[config.mk]
export PLATFORM = sky130hd
export DESIGN_NAME = wb_bram_arb2_flat
export DESIGN_NICKNAME = d
export VERILOG_FILES = /design/src/rtl/wb_arb_pkg.sv /design/src/rtl/wb_bram_arb2_if.sv /design/src/rtl/rr_arb2.sv /design/src/rtl/wb_bram_arb2.sv /design/src/flat_wrapper.sv
export SDC_FILE = /design/constraint.sdc
export NUM_CORES = 1
export LEC_CHECK = 0
export BUFFER_PORTS_ARGS = -buffer_cell sky130_fd_sc_hd__buf_2
export CAP_MARGIN = 0
export CELL_PAD_IN_SITES_DETAIL_PLACEMENT = 1
export CELL_PAD_IN_SITES_GLOBAL_PLACEMENT = 2
export CORE_ASPECT_RATIO = 0.75
export CORE_MARGIN = 3
export CORE_UTILIZATION = 19
export CTS_BUF_LIST = sky130_fd_sc_hd__clkbuf_16
export DETAILED_ROUTE_END_ITERATION = 8
export GPL_TIMING_DRIVEN = 1
export PLACE_DENSITY = 0.95
export SLEW_MARGIN = 20
export SYNTH_ARGS = -nofsm -noshare
export SYNTH_HDL_FRONTEND = slang
export SYNTH_SLANG_ARGS = --single-unit
[constraint.sdc]
create_clock -name sys_clk -period 3.3 [get_ports sys_clk]
set_clock_uncertainty 0.05 [all_clocks]
set_input_delay 0.33 -clock sys_clk [delete_from_list [all_inputs] [get_ports sys_clk]]
set_output_delay 0.33 -clock sys_clk [all_outputs]
set_load 0.05 [all_outputs]
[src/rtl/wb_arb_pkg.sv]
// Shared state encoding and bus-width constants for the two-master Wishbone BRAM arbiter.
package wb_arb_pkg;

  localparam int WB_DW = 32;
  localparam int WB_SW = WB_DW / 8;

  typedef enum logic [1:0] {
    IDLE   = 2'd0,
    ACCESS = 2'd1,
    RESP   = 2'd2
  } state_t;

endpackage

[src/rtl/wb_bram_arb2_if.sv]
// Bundle of both Wishbone slave ports and the BRAM port; slave = arbiter view, master = environment view.
interface wb_bram_arb2_if #(
  parameter int MEM_AW = 9
);

  logic                          s0_cyc_i;
  logic                          s0_stb_i;
  logic                          s0_we_i;
  logic [31:0]                   s0_adr_i;
  logic [wb_arb_pkg::WB_SW-1:0]  s0_sel_i;
  logic [wb_arb_pkg::WB_DW-1:0]  s0_dat_i;
  logic [wb_arb_pkg::WB_DW-1:0]  s0_dat_o;
  logic                          s0_ack_o;
  logic                          s0_err_o;

  logic                          s1_cyc_i;
  logic                          s1_stb_i;
  logic                          s1_we_i;
  logic [31:0]                   s1_adr_i;
  logic [wb_arb_pkg::WB_SW-1:0]  s1_sel_i;
  logic [wb_arb_pkg::WB_DW-1:0]  s1_dat_i;
  logic [wb_arb_pkg::WB_DW-1:0]  s1_dat_o;
  logic                          s1_ack_o;
  logic                          s1_err_o;

  logic                          mem_en;
  logic [wb_arb_pkg::WB_SW-1:0]  mem_we;
  logic [MEM_AW-1:0]             mem_addr;
  logic [wb_arb_pkg::WB_DW-1:0]  mem_di;
  logic [wb_arb_pkg::WB_DW-1:0]  mem_do;

  modport slave (
    input  s0_cyc_i, s0_stb_i, s0_we_i, s0_adr_i, s0_sel_i, s0_dat_i,
    output s0_dat_o, s0_ack_o, s0_err_o,
    input  s1_cyc_i, s1_stb_i, s1_we_i, s1_adr_i, s1_sel_i, s1_dat_i,
    output s1_dat_o, s1_ack_o, s1_err_o,
    output mem_en, mem_we, mem_addr, mem_di,
    input  mem_do
  );

  modport master (
    output s0_cyc_i, s0_stb_i, s0_we_i, s0_adr_i, s0_sel_i, s0_dat_i,
    input  s0_dat_o, s0_ack_o, s0_err_o,
    output s1_cyc_i, s1_stb_i, s1_we_i, s1_adr_i, s1_sel_i, s1_dat_i,
    input  s1_dat_o, s1_ack_o, s1_err_o,
    input  mem_en, mem_we, mem_addr, mem_di,
    output mem_do
  );

endinterface

[src/rtl/rr_arb2.sv]
// Two-way round-robin grant, purely combinational; on a tie the port not granted last time wins.
// No grant is issued while en is low; losing requests are simply left pending.
module rr_arb2 (
  input  logic [1:0] req,
  input  logic       last_gnt,
  input  logic       en,
  output logic [1:0] gnt
);

  always_comb begin
    gnt = 2'b00;
    if (en) begin
      if (&req) begin
        gnt = last_gnt ? 2'b01 : 2'b10;
      end else begin
        gnt = req;
      end
    end
  end

endmodule

[src/rtl/wb_bram_arb2.sv]
// Two-master Wishbone front end for a single-port BRAM: one access per 3 clocks, ack/err in the
// cycle two edges after stb is sampled; a losing master keeps its strobe held until granted.
module wb_bram_arb2
  import wb_arb_pkg::*;
#(
  parameter int MEM_AW = 9
) (
  input  logic           sys_clk,
  input  logic           rst_n,
  wb_bram_arb2_if.slave  bus
);

  state_t             state_q, state_d;
  logic               gnt_q, gnt_d;
  logic               last_gnt_q, last_gnt_d;
  logic               we_q, we_d;
  logic               err_pend_q, err_pend_d;
  logic               mem_en_q, mem_en_d;
  logic [WB_SW-1:0]   mem_we_q, mem_we_d;
  logic [MEM_AW-1:0]  mem_addr_q, mem_addr_d;
  logic [WB_DW-1:0]   mem_di_q, mem_di_d;
  logic [1:0]         ack_q, ack_d;
  logic [1:0]         err_q, err_d;

  logic [1:0]         req;
  logic [1:0]         gnt_oh;
  logic               sel_we;
  logic [31:0]        sel_adr;
  logic [WB_SW-1:0]   sel_sel;
  logic [WB_DW-1:0]   sel_dat;
  logic               in_range;
  logic               granted_cyc;
  logic [1:0]         unused_adr_lsb;

  assign req = {bus.s1_cyc_i & bus.s1_stb_i, bus.s0_cyc_i & bus.s0_stb_i};

  rr_arb2 u_rr_arb2 (
    .req      (req),
    .last_gnt (last_gnt_q),
    .en       (state_q == IDLE),
    .gnt      (gnt_oh)
  );

  assign sel_we         = gnt_oh[1] ? bus.s1_we_i  : bus.s0_we_i;
  assign sel_adr        = gnt_oh[1] ? bus.s1_adr_i : bus.s0_adr_i;
  assign sel_sel        = gnt_oh[1] ? bus.s1_sel_i : bus.s0_sel_i;
  assign sel_dat        = gnt_oh[1] ? bus.s1_dat_i : bus.s0_dat_i;
  assign in_range       = (sel_adr[31:MEM_AW+2] == '0);
  assign unused_adr_lsb = sel_adr[1:0];
  assign granted_cyc    = gnt_q ? bus.s1_cyc_i : bus.s0_cyc_i;

  // BRAM controls are computed at the grant edge so they are flop outputs for the whole ACCESS cycle.
  always_comb begin
    state_d    = state_q;
    gnt_d      = gnt_q;
    last_gnt_d = last_gnt_q;
    we_d       = we_q;
    err_pend_d = err_pend_q;
    mem_en_d   = 1'b0;
    mem_we_d   = '0;
    mem_addr_d = '0;
    mem_di_d   = '0;
    ack_d      = 2'b00;
    err_d      = 2'b00;

    case (state_q)
      IDLE: begin
        if (|gnt_oh) begin
          state_d    = ACCESS;
          gnt_d      = gnt_oh[1];
          we_d       = sel_we;
          err_pend_d = ~in_range;
          if (in_range) begin
            mem_en_d   = 1'b1;
            mem_we_d   = sel_we ? sel_sel : '0;
            mem_addr_d = sel_adr[MEM_AW+1:2];
            mem_di_d   = sel_dat;
          end
        end
      end
      ACCESS: begin
        state_d = RESP;
        // A master that abandoned the cycle gets no response, but the access above already happened.
        if (granted_cyc) begin
          if (err_pend_q) begin
            err_d[gnt_q] = 1'b1;
          end else begin
            ack_d[gnt_q] = 1'b1;
          end
        end
      end
      RESP: begin
        state_d    = IDLE;
        last_gnt_d = gnt_q;
      end
      default: begin
        state_d = IDLE;
      end
    endcase
  end

  always_ff @(posedge sys_clk) begin
    if (!rst_n) begin
      state_q    <= IDLE;
      gnt_q      <= 1'b0;
      last_gnt_q <= 1'b1;
      we_q       <= 1'b0;
      err_pend_q <= 1'b0;
      mem_en_q   <= 1'b0;
      mem_we_q   <= '0;
      mem_addr_q <= '0;
      mem_di_q   <= '0;
      ack_q      <= 2'b00;
      err_q      <= 2'b00;
    end else begin
      state_q    <= state_d;
      gnt_q      <= gnt_d;
      last_gnt_q <= last_gnt_d;
      we_q       <= we_d;
      err_pend_q <= err_pend_d;
      mem_en_q   <= mem_en_d;
      mem_we_q   <= mem_we_d;
      mem_addr_q <= mem_addr_d;
      mem_di_q   <= mem_di_d;
      ack_q      <= ack_d;
      err_q      <= err_d;
    end
  end

  assign bus.mem_en   = mem_en_q;
  assign bus.mem_we   = mem_we_q;
  assign bus.mem_addr = mem_addr_q;
  assign bus.mem_di   = mem_di_q;

  // BRAM read data arrives in RESP, the same cycle the registered ack is high.
  assign bus.s0_ack_o = ack_q[0];
  assign bus.s0_err_o = err_q[0];
  assign bus.s0_dat_o = (ack_q[0] && !we_q) ? bus.mem_do : '0;
  assign bus.s1_ack_o = ack_q[1];
  assign bus.s1_err_o = err_q[1];
  assign bus.s1_dat_o = (ack_q[1] && !we_q) ? bus.mem_do : '0;

endmodule

[src/flat_wrapper.sv]
// flat-port wrapper written by rule: the top's interface ports become plain ports
module wb_bram_arb2_flat import wb_arb_pkg::*;
#(
  parameter int MEM_AW = 9
)
  (sys_clk, rst_n, bus_s0_cyc_i, bus_s0_stb_i, bus_s0_we_i, bus_s0_adr_i, bus_s0_sel_i, bus_s0_dat_i, bus_s0_dat_o, bus_s0_ack_o, bus_s0_err_o, bus_s1_cyc_i, bus_s1_stb_i, bus_s1_we_i, bus_s1_adr_i, bus_s1_sel_i, bus_s1_dat_i, bus_s1_dat_o, bus_s1_ack_o, bus_s1_err_o, bus_mem_en, bus_mem_we, bus_mem_addr, bus_mem_di, bus_mem_do);
  wb_bram_arb2_if #(.MEM_AW(MEM_AW)) bus_i ();
  input  logic sys_clk;
  input  logic rst_n;
  input wire logic [$bits(bus_i.s0_cyc_i)-1:0] bus_s0_cyc_i;
  input wire logic [$bits(bus_i.s0_stb_i)-1:0] bus_s0_stb_i;
  input wire logic [$bits(bus_i.s0_we_i)-1:0] bus_s0_we_i;
  input wire logic [$bits(bus_i.s0_adr_i)-1:0] bus_s0_adr_i;
  input wire logic [$bits(bus_i.s0_sel_i)-1:0] bus_s0_sel_i;
  input wire logic [$bits(bus_i.s0_dat_i)-1:0] bus_s0_dat_i;
  output wire logic [$bits(bus_i.s0_dat_o)-1:0] bus_s0_dat_o;
  output wire logic [$bits(bus_i.s0_ack_o)-1:0] bus_s0_ack_o;
  output wire logic [$bits(bus_i.s0_err_o)-1:0] bus_s0_err_o;
  input wire logic [$bits(bus_i.s1_cyc_i)-1:0] bus_s1_cyc_i;
  input wire logic [$bits(bus_i.s1_stb_i)-1:0] bus_s1_stb_i;
  input wire logic [$bits(bus_i.s1_we_i)-1:0] bus_s1_we_i;
  input wire logic [$bits(bus_i.s1_adr_i)-1:0] bus_s1_adr_i;
  input wire logic [$bits(bus_i.s1_sel_i)-1:0] bus_s1_sel_i;
  input wire logic [$bits(bus_i.s1_dat_i)-1:0] bus_s1_dat_i;
  output wire logic [$bits(bus_i.s1_dat_o)-1:0] bus_s1_dat_o;
  output wire logic [$bits(bus_i.s1_ack_o)-1:0] bus_s1_ack_o;
  output wire logic [$bits(bus_i.s1_err_o)-1:0] bus_s1_err_o;
  output wire logic [$bits(bus_i.mem_en)-1:0] bus_mem_en;
  output wire logic [$bits(bus_i.mem_we)-1:0] bus_mem_we;
  output wire logic [$bits(bus_i.mem_addr)-1:0] bus_mem_addr;
  output wire logic [$bits(bus_i.mem_di)-1:0] bus_mem_di;
  input wire logic [$bits(bus_i.mem_do)-1:0] bus_mem_do;
  assign bus_i.s0_cyc_i = bus_s0_cyc_i;
  assign bus_i.s0_stb_i = bus_s0_stb_i;
  assign bus_i.s0_we_i = bus_s0_we_i;
  assign bus_i.s0_adr_i = bus_s0_adr_i;
  assign bus_i.s0_sel_i = bus_s0_sel_i;
  assign bus_i.s0_dat_i = bus_s0_dat_i;
  assign bus_s0_dat_o = bus_i.s0_dat_o;
  assign bus_s0_ack_o = bus_i.s0_ack_o;
  assign bus_s0_err_o = bus_i.s0_err_o;
  assign bus_i.s1_cyc_i = bus_s1_cyc_i;
  assign bus_i.s1_stb_i = bus_s1_stb_i;
  assign bus_i.s1_we_i = bus_s1_we_i;
  assign bus_i.s1_adr_i = bus_s1_adr_i;
  assign bus_i.s1_sel_i = bus_s1_sel_i;
  assign bus_i.s1_dat_i = bus_s1_dat_i;
  assign bus_s1_dat_o = bus_i.s1_dat_o;
  assign bus_s1_ack_o = bus_i.s1_ack_o;
  assign bus_s1_err_o = bus_i.s1_err_o;
  assign bus_mem_en = bus_i.mem_en;
  assign bus_mem_we = bus_i.mem_we;
  assign bus_mem_addr = bus_i.mem_addr;
  assign bus_mem_di = bus_i.mem_di;
  assign bus_i.mem_do = bus_mem_do;
  wb_bram_arb2 #(.MEM_AW(MEM_AW)) u_core (.sys_clk(sys_clk), .rst_n(rst_n), .bus(bus_i));
endmodule
### After elaboration in Yosys (flattened, before gate mapping)

Index checks and enable logic that the tools add are counted.

* reductions and logical operators: 14
* eq/ne operators: 3
* bitwise operators: 6
* muxes and demuxes: 15
* $lt $le $gt $ge: 2

Operators with widths (number)
* $mux 32: 4
* $logic_not 21->1: 1
* $mux 2: 4
* $reduce_and 4->1: 2
* $reduce_and 5->1: 1
* $mux 1: 4
* $mux 4: 1
* $not 1->1: 4
* $pmux 2 s2: 1
* $reduce_and 2->1: 2
* $reduce_or 4->1: 1
* $logic_and 1x1->1: 3
* $reduce_and 3->1: 1
* $and 1x1->1: 2
* $eq 2x1->1 const B: 1
* $eq 2x2->1 const B: 1
* $logic_not 2->1: 1
* $lt 1x2->1 const B: 1
* $ne 2x1->1 const B: 1
* $reduce_or 2->1: 1
* $demux 1 s1: 1
* $ge 1x1->1 const B: 1
* $logic_not 1->1: 1

* logic and storage cells: 51
* output and inout port bits: 114
* register bits after elaboration: 56
* input port bits: 176

### Depth between registers and ports, before layout

Gate-level depths: netlist of the first run.

* depth in word-level cells: 7
* gate-level depth with buffers: 6
* mapped depth without buffers: 5

### Modules after synthesis

A second synthesis of the first run with hierarchy kept.

* cell total of the unflattened synthesis: 287
* area total of the unflattened synthesis: 2926.6 µm²

Modules (own cells, without submodules)
* wb_bram_arb2: cells each 282, times used 1, area each 2905.3 µm², sequential area each 1121.1 µm²
* rr_arb2: cells each 5, times used 1, area each 21.3 µm², sequential area each 0.0 µm²

### Worst setup path after synthesis of the first run

No wires, ideal clock.

* kind: flip-flop to output port
* from: reg u_core.ack_q[0]
* to: out bus_s0_dat_o[10]
* cell stages (with the launch flop): 4
* data arrival time: 1.556 ns
* data required time: 2.920 ns
* setup slack: 1.364 ns
* buffers on the path: 1
* path through: dfxtp_1 nor2b_1 clkbuf_1 and2_1

* word-level cells in the longest chain between the ends: 2

RTL lines
* start: declaration: line wb_bram_arb2.sv:22 `logic [1:0] ack_q, ack_d;`
* start signal: assignment: line wb_bram_arb2.sv:125 `ack_q <= ack_d;`
* $logic_and 1x1->1: line wb_bram_arb2.sv:138 `assign bus.s0_dat_o = (ack_q[0] && !we_q) ? bus.mem_do : '0;`
* $mux 32: line wb_bram_arb2.sv:138
* end: declaration: line flat_wrapper.sv:16 `output wire logic [$bits(bus_i.s0_dat_o)-1:0] bus_s0_dat_o;`

Every way passes these cells.

### Worst setup path after layout of the first run

* from: reg u_core.state_q[0]
* to: reg u_core.mem_we_q[1] (netlist: u_core.bus.mem_we[1])

* word-level cells in the longest chain between the ends: 5
* elaborated cells between the ends (all ways): 8
* those cells by class: mux: 4; reduce/logical: 4

RTL lines
* start: declaration: line wb_bram_arb2.sv:13 `state_t state_q, state_d;`
* start signal: assignment: line wb_bram_arb2.sv:116 `state_q <= state_d;`
* $logic_not 2->1 (*): line wb_bram_arb2.sv:40, wb_bram_arb2.sv:66
* $mux 2: line rr_arb2.sv:12 `if (en) begin`
* $mux 32: line wb_bram_arb2.sv:45 `assign sel_adr = gnt_oh[1] ? bus.s1_adr_i : bus.s0_adr_i;`
* $logic_not 21->1: line wb_bram_arb2.sv:48 `assign in_range = (sel_adr[31:MEM_AW+2] == '0);`
* $reduce_and 5->1 (no line)
* end signal: assignment: line wb_bram_arb2.sv:122 `mem_we_q <= mem_we_d;`
* end: declaration: line wb_bram_arb2.sv:19 `logic [WB_SW-1:0] mem_we_q, mem_we_d;`

Every way passes the cells marked *; elsewhere a longest branch is shown, timed or not.
A chain may end at the register's enable or synchronous reset.

==> results of run 1 <==
cell usage in the layout, fill, tap and decap left out:
master       n
buf_2      285
and2_1      64
dfxtp_1     56
mux2i_1     42
nor3_2      29
nor3_1      16
nand2_1      9
nand3_1      9
nor4_1       8
nor2_1       8
buf_4        6
clkbuf_16    5
inv_1        4
a211oi_1     4
nor2b_1      2
nand4_1      2
nand2b_1     2
diode_2      1
a211oi_2     1
nand2_2      1
nand4bb_1    1
and3_1       1
o211ai_1     1
nand4b_1     1
o22a_2       1
nand2b_2     1
o31ai_1      1
a21oi_1      1
or2_2        1
a31o_2       1
a311oi_1     1
clkinv_2     1
inv_6        1
flip-flops by register name, summed over array words and instances (netlist names):
register             flops
u_core.err_pend_q        1
u_core.bus.mem_addr      9
u_core.gnt_q             1
u_core.bus.mem_di       32
u_core.bus.mem_en        1
u_core.bus.mem_we        4
u_core.ack_q             2
u_core.we_q              1
u_core.state_q           2
u_core.last_gnt_q        1
u_core.err_q             2
area by class of cell:
cell class | instances | area [um^2]
repair buffers | 291 | 1471
inverters | 3 | 11.26
clock inverters | 3 | 17.52
well taps | 195 | 244.0
flip-flops and latches | 56 | 1121
multi-input cells | 208 | 1525
clock buffers | 5 | 125.1
fillers | 1746 | 9509
diodes | 1 | 2.502
how the worst min path moves through the flow:
| stage | cells past startpoint | end | start |
|---|---|---|---|
| after floorplan | 1 | u_core.last_gnt_q | rst_n |
| after global placement | 2 | u_core.last_gnt_q | u_core.last_gnt_q |
| after detailed placement | 1 | u_core.ack_q[1] | u_core.err_pend_q |
| after CTS | 2 | u_core.last_gnt_q | rst_n |
| after global routing | 2 | u_core.last_gnt_q | rst_n |
| final | 2 | u_core.last_gnt_q | rst_n |
through the flow:
stage | setup slack, ns | util, % | cells | power (mW)
finish | 1.026 | 32.21 | 762 | 1.470
global route | 0.8675 | 32.19 | 761 | 1.542
CTS | 0.9994 | 32.19 | 761 | 1.500
detailed placement | 1.020 | 31.17 | 753 | 0.9589
global placement | 1.146 | 31.17 | 753 | 0.9491
floorplan | 1.364 | - | 288 | 0.8238
synthesized netlist by cell type:
cell       instances
nand3_1            9
nand4b_1           1
nor3_1            16
clkbuf_1           7
nand4bb_1          1
nor2b_1            2
nor2_1             8
and2_1            64
buf_2              3
nand4_1            2
or2_2              1
and3_1             1
buf_6              5
nor4_1             8
nand2_1           10
o211ai_1           1
mux2i_1           42
buf_4              6
a211oi_2           1
a211oi_1           4
a31o_2             1
o22a_1             1
nor3_2            29
o31ai_1            1
inv_1              3
dfxtp_1           56
a311oi_1           1
nand2b_1           3
a21oi_1            1
power by group:
group          switching [mW]  internal (mW)  leakage (nW)
clock network           0.249          0.281        0.0754
logic                   0.131          0.121          2.02
registers             0.00663          0.681         0.452
routing by layer:
layer,up-vias,part of all wire [%]
met5,-,0.11
met1,1449,36
met2,163,52
met4,2,0.71
li1,1547,-
met3,8,11
worst reg2reg max path, delay by kind of cell (launching register included):
kind | cells | cell delay [ns]
AO/OA/AOI/OAI | 1 | 0.25
buffers and inverters | 1 | 0.39
flip-flops | 1 | 0.43
AND/OR/NAND/NOR | 3 | 1.05
kinds of logic after synthesis:
family | after synthesis | synth area share, %
AND/OR/NAND/NOR | 155 | 36.14
flip-flops | 56 | 40.13
multiplexers | 42 | 15.05
buffers and inverters | 24 | 5.508
AO/OA/AOI/OAI | 11 | 3.180
==> summary by stage, run 1 <==
Run status
The flow ran to the end, and the final reports show no timing, DRC or antenna violations.

STA
The maximum operating frequency is 0.4397 GHz. The normalized max-slew margin is 46.25%. The slew at the pin closest to its max-slew limit is 0.8063 ns. The worst hold slack across all endpoints is 0.2206 ns. The final number of hold-violating endpoints is 0.

Setup repair after global routing left no endpoint under its margin. Setup violations remaining at the end of the flow were counted as 0. The final critical-path share of the clock period is 68.92%. Summed over all failing endpoints, the final setup total negative slack is 0 ns. The total count of max-transition violations in the final report is 0. After layout, the minimum clock period comes to 2.274 ns.

Die
The starting density of the core is 19.92%. The width of the die is 146.0 um. The boundary pin count is 290.

The die height is 111.0 um. The core region is 14030 um^2. The die footprint is 16210 um^2. The number of placement rows is 37.

Clock network
Once the clock tree was built, the setup fixing pass inserted 0 buffers. Post-CTS repair changed the size of 0 cells. The clock sink count is 56. The number of hold-repair buffers added at the cts stage is 0. Clock-pin slew was measured on the worst setup and hold paths at 0.07 ns. TritonCTS built the clock tree. The later pin in the worst-skew pair is clocked with a latency of 0.29 ns. The number of clock buffers inserted by TritonCTS is 5.

The maximum clock insertion buffer count is 2. The cell sitting at the root of the clock tree is a clkbuf_16. The level count of the clock H-tree is 2.

Critical path
The signal on the critical path passes through nand4bb_1 > nand2b_2 > buf_4 > nand3_1 > a211oi_1. In this run the worst setup path terminates at u_core.bus.mem_we[1]. STA classifies the critical path startpoint as a register. The kind of cell with the highest combined delay on the critical path is simple AND/OR/NAND/NOR gates. The logic depth of the worst register-to-register path is 5. The kind of end point of the critical path is a register. The startpoint of the worst register-to-register path is u_core.state_q[0]. Data on the critical path is required at its endpoint by 3.44 ns. The arrival time of the worst setup path is 2.42 ns. In this run the worst path has a maximum fanout of 25. Counting buffers and inverters, the worst setup path is 5 cells deep. The endpoint identified for the worst register-to-register timing path is u_core.bus.mem_we[1]. The delay of the slowest cell on the worst path is 0.68 ns. The critical path launch point is u_core.state_q[0]. Setup slack on the worst reg-to-reg path comes out at 1.03 ns. The largest individual stage delay along the critical path comes from the cell nand2b_2. The combined buffer and inverter count along the critical path is 1.

The classification of the worst setup path is register to register.

Cells and area
The finished cells cover 4518 um^2. The area growth from synthesis to final layout is 61.71%. At the end of the flow, the number of nets in the layout was 741. Cells with a size suffix above 1 make up 58.83% of the layout.

GRT
Summed over all layers, the global routing overflow is 0. The met2 track demand over resource in global routing is 25.64%. The global-route met1 utilization is 14.12%. Entering global routing, the biggest net connects 34 pins. Global routing used 5.966% of the available met3 tracks. The wire length of the first global-routing pass is 18010 um. The via count of the first global-routing pass came to 3453.

The number of antenna violations at the first check in global routing is 1. The layer flagged by global routing as most heavily used is met2. Global routing consumed, over all layers together, 13.64% of the routing resources.

Placed design
Routability-driven placement finished with a final weighted congestion of 0.7711. The count of port buffers added during placement is 285. Summing all placed instances gives a cell area of 4373 um^2.

The HPWL after detailed placement is 9839 um.

Yosys
The total standard cell area after synthesis is 2794 um^2. The synthesized netlist net count is 464. The number of distinct standard cells referenced by the synthesized netlist is 29.

Counting flops and latches in the post-synthesis netlist gives 56. The yosys synthesis warning count is 0. The top-area cell type share of the netlist area is 40.13%. The cell taking the most area after synthesis is dfxtp_1. The gate count after technology mapping is 288. Summing the sequential cell areas from Yosys gives 40.13% of the chip area. After synthesis, the mean cell area works out to 9.701 um^2. By area the synthesized netlist is led by dfxtp_1 (40%), mux2i_1 (15%), and2_1 (14%), nor3_2 (10%), nor3_1 (2.9%).

Flow run
The max-capacitance violation count is 0.

Detailed routing
In the routed layout, each cell is associated on average with a via count of 4.159. The final antenna-violating net count is 0. The first TritonRoute pass finished after 4 iterations.

The routed layout has 3169 vias. The initial DRC count is 67. In the routed design, unresolved DRC markers number 0.

The routed wirelength normalized by instance count is 15.31 um. The routed wire length is 11670 um.

Power
In this run the power density over the cells is 325.4 nW/um^2. Summed over all cells, the static leakage comes to 2.549 nW. Across the VDD grid, the largest voltage drop is 0.0001908 V.

Worst hold path
The path category of the worst min-delay check is primary input to register.
No activity file was read; power rests on OpenSTA's default activity.
==> inputs of run 2 (changes only) <==
Settings changed: CORE_UTILIZATION 19 to 17, PLACE_DENSITY 0.95 to 0.87.
Clock period 3.3 ns to 2.1 ns, I/O delays scaled along.
==> summary by stage, run 2 (synthesis results as in run 1) <==
Run status
Run status: completed (unchanged).

Die
The starting density of the core is 17.84% (was 19.92%). The width of the die was 154.0 um (was 146.0 um). The area of the core region is 15660 um^2 (was 14030 um^2). The number of placement rows is 39 (was 37). The boundary pin count came to 290 (unchanged). The die height is 117.0 um (was 111.0 um). The die footprint was 18030 um^2 (was 16210 um^2).

Detailed routing
The first-pass detailed-route iteration total is 3 (was 4). The total via count in the routed design is 3169 (unchanged). The final antenna-violating net count came to 0 (unchanged). The routed wire length is 11470 um (was 11670 um). The routed wirelength normalized by instance count is 14.80 um (was 15.31 um). The ratio of routed vias to standard cells came to 4.089 (was 4.159).

The initial DRC count was 98 (was 67). The detailed-route DRC error count was 0 (unchanged).

STA
Unrepaired setup endpoints after global routing: no (unchanged). The maximum operating frequency is 0.5323 GHz (was 0.4397 GHz). The final-report setup violation count is 0 (unchanged). The normalized max-slew margin is 70.95% (was 46.25%). The total count of max-transition violations in the final report is 0 (unchanged). The slew at the pin closest to its max-slew limit was 0.4341 ns (was 0.8063 ns). The final critical-path required period came to 1.879 ns (was 2.274 ns).

The setup TNS after final layout is 0 ns (unchanged). The final critical-path share of the clock period is 89.46% (was 68.92%). The final number of hold-violating endpoints was 0 (unchanged).

Clock network
The post-cts repair resize count is 0 (unchanged). The post-CTS setup repair buffer count is 0 (unchanged). The CTS tree is done (unchanged).

The maximum clock insertion buffer count is 2 (unchanged). The clock sink count is 56 (unchanged). The master cell of the clock root buffer is clkbuf_16 (unchanged). The clock-pin slew of the registers on the worst-case setup and hold paths is 0.07 ns (about the same). The number of hold-repair buffers added at the cts stage was 0 (unchanged). The number of clock buffers inserted by TritonCTS is 5 (unchanged).

The clock latency of the later-clocked register in the worst-skew pair was 0.30 ns (was 0.29 ns). The level count of the clock H-tree is 2 (unchanged).

Power
The portion of total power attributed to combinational logic is 17.6% (was 17.1%). The part of the power in the clock network came to 35.3% (was 36.1%). The switching power came to 596.5 uW (was 387.3 uW). The switching part of the total power was 25.99% (was 26.35%). The total power after layout is 2.295 mW (was 1.470 mW). The design internal power came to 1.699 mW (was 1.083 mW). The worst-case vdd ir drop came to 0.0003451 V (was 0.0001908 V). The ratio of total power to cell area is 500.4 nW/um^2 (was 325.4 nW/um^2). The leakage power summed over all cells came to 2.578 nW (was 2.549 nW).

The sequential group share of total power is 47.1% (was 46.8%).

Cells and area
The most common library cell in the layout ignoring fill and taps is buf_2 (unchanged). The area growth from synthesis to final layout is 64.17% (was 61.71%). The flip-flop count of the largest register after layout came to 32 (unchanged). The number of inserted diodes is 0 (was 1). The number of nets in the layout is 746 (was 741). Commonest cells after routing, fill and taps aside: buf_2 (285), and2_1 (64), dfxtp_1 (56), mux2i_1 (42), nor3_2 (29) (unchanged).

The share of layout cells above drive strength 1 came to 59.47% (was 58.83%).

Critical path
The classification of the worst setup path is register to register (unchanged). The critical path data required time is 2.25 ns (was 3.44 ns). The startpoint type of the worst setup path is a register (unchanged). The endpoint of the worst register-to-register path is u_core.bus.mem_we[0] (was u_core.bus.mem_we[1]). The highest fanout seen on the critical path is 14 (was 25). The arrival time of the worst setup path is 2.03 ns (was 2.42 ns).

The logic depth of the worst register-to-register path is 5 (unchanged). The startpoint of the worst register-to-register path is u_core.state_q[0] (unchanged). The critical path launch point is u_core.state_q[0] (unchanged). The kind of end point of the critical path is a register (unchanged). The reg2reg setup slack is 0.22 ns (was 1.03 ns).

Flow run
The max-capacitance violation count was 0 (unchanged).

GRT
The overall track demand over capacity in global routing was 12.00% (was 13.64%). The maximum number of pins on one net before global-route repair was 48 (was 34). The via count of the first global-routing pass is 3363 (was 3453). The number of antenna violations at the first check in global routing is 2 (was 1). The leftover overflow at the end of global routing is 0 (unchanged).

The wire length of the first global-routing pass is 17110 um (was 18010 um).

Placed design
The final estimated routing congestion in global placement is 0.8304 (was 0.7711). The count of port buffers added during placement is 285 (unchanged). The HPWL after detailed placement was 9588 um (was 9839 um).

Worst hold path
The sink of the worst hold path is u_core.last_gnt_q (unchanged). The number of cells on the worst hold path was 2 (unchanged). The path category of the worst min-delay check is primary input to register (unchanged). The critical hold path startpoint is rst_n (unchanged).
==> run 2: cell count changes in the layout (fill, tap and decap cells not counted), sizes merged <==
cell   delta
inv       -1
buf       +5
diode     -1
==> run 2: layout make-up <==
| type | count | area, um^2 |
|---|---|---|
| clock buffers | 5 | 125.1 |
| flip-flops and latches | 56 | 1121 |
| inverters | 3 | 11.26 |
| multi-input cells | 208 | 1530 |
| fillers | 1943 | 11080 |
| clock inverters | 2 | 8.758 |
| well taps | 205 | 256.5 |
| repair buffers | 296 | 1534 |
==> run 2: worst max-delay path, cell delays in order, from the launching register on <==
cell and delay (ns):
dfxtp_1 0.40, nand4bb_1 0.22, nand2b_2 0.40, buf_4 0.33
nand3_1 0.10, a211oi_1 0.27
==> run 2: through the flow <==
stage / util [%] / cells / cell area, um^2 / setup slack (ns) / hold slack [ns]
2_1_floorplan: - / 288 / 2794 / 0.2838 / 0.2219
3_3_place_gp: 28.43 / 768 / 4453 / 0.3232 / 0.3921
3_5_place_dp: 28.43 / 768 / 4453 / 0.1902 / 0.4102
4_1_cts: 29.28 / 775 / 4587 / 0.1726 / 0.09286
5_1_grt: 29.28 / 775 / 4587 / 0.06706 / 0.09231
6_report: 29.28 / 775 / 4587 / 0.2213 / 0.09853
==> run 2: how the worst max path moves through the flow <==
| stage | slack, ns | end | depth (start not counted) |
|---|---|---|---|
| 2_1_floorplan | 0.28 | bus_s0_dat_o[10] | 3 |
| 3_3_place_gp | 0.32 | u_core.bus.mem_di[29] | 5 |
| 3_5_place_dp | 0.19 | u_core.bus.mem_we[0] | 5 |
| 4_1_cts | 0.17 | u_core.bus.mem_we[0] | 5 |
| 5_1_grt | 0.07 | u_core.bus.mem_we[0] | 5 |
| 6_report | 0.22 | u_core.bus.mem_we[0] | 5 |
==> run 2: layer usage <==
layer / share of wire [%] / global-route usage [%] / routed length (um)
met3: 9.8 / 4.520 / 1121
met4: 0.98 / 2.824 / 112
met5: 0.20 / 0 / 23
met1: 36 / 11.92 / 4084
met2: 53 / 23.90 / 6128
==> run 2: power by group through the flow <==
stage | Sequential, mW | Clock, mW | Combinational, mW
after floorplan | 1.10 | 0 | 0.190
after global placement | 1.10 | 0 | 0.395
after detailed placement | 1.10 | 0 | 0.409
after CTS | 1.08 | 0.843 | 0.411
after global routing | 1.08 | 0.890 | 0.444
final | 1.08 | 0.810 | 0.405
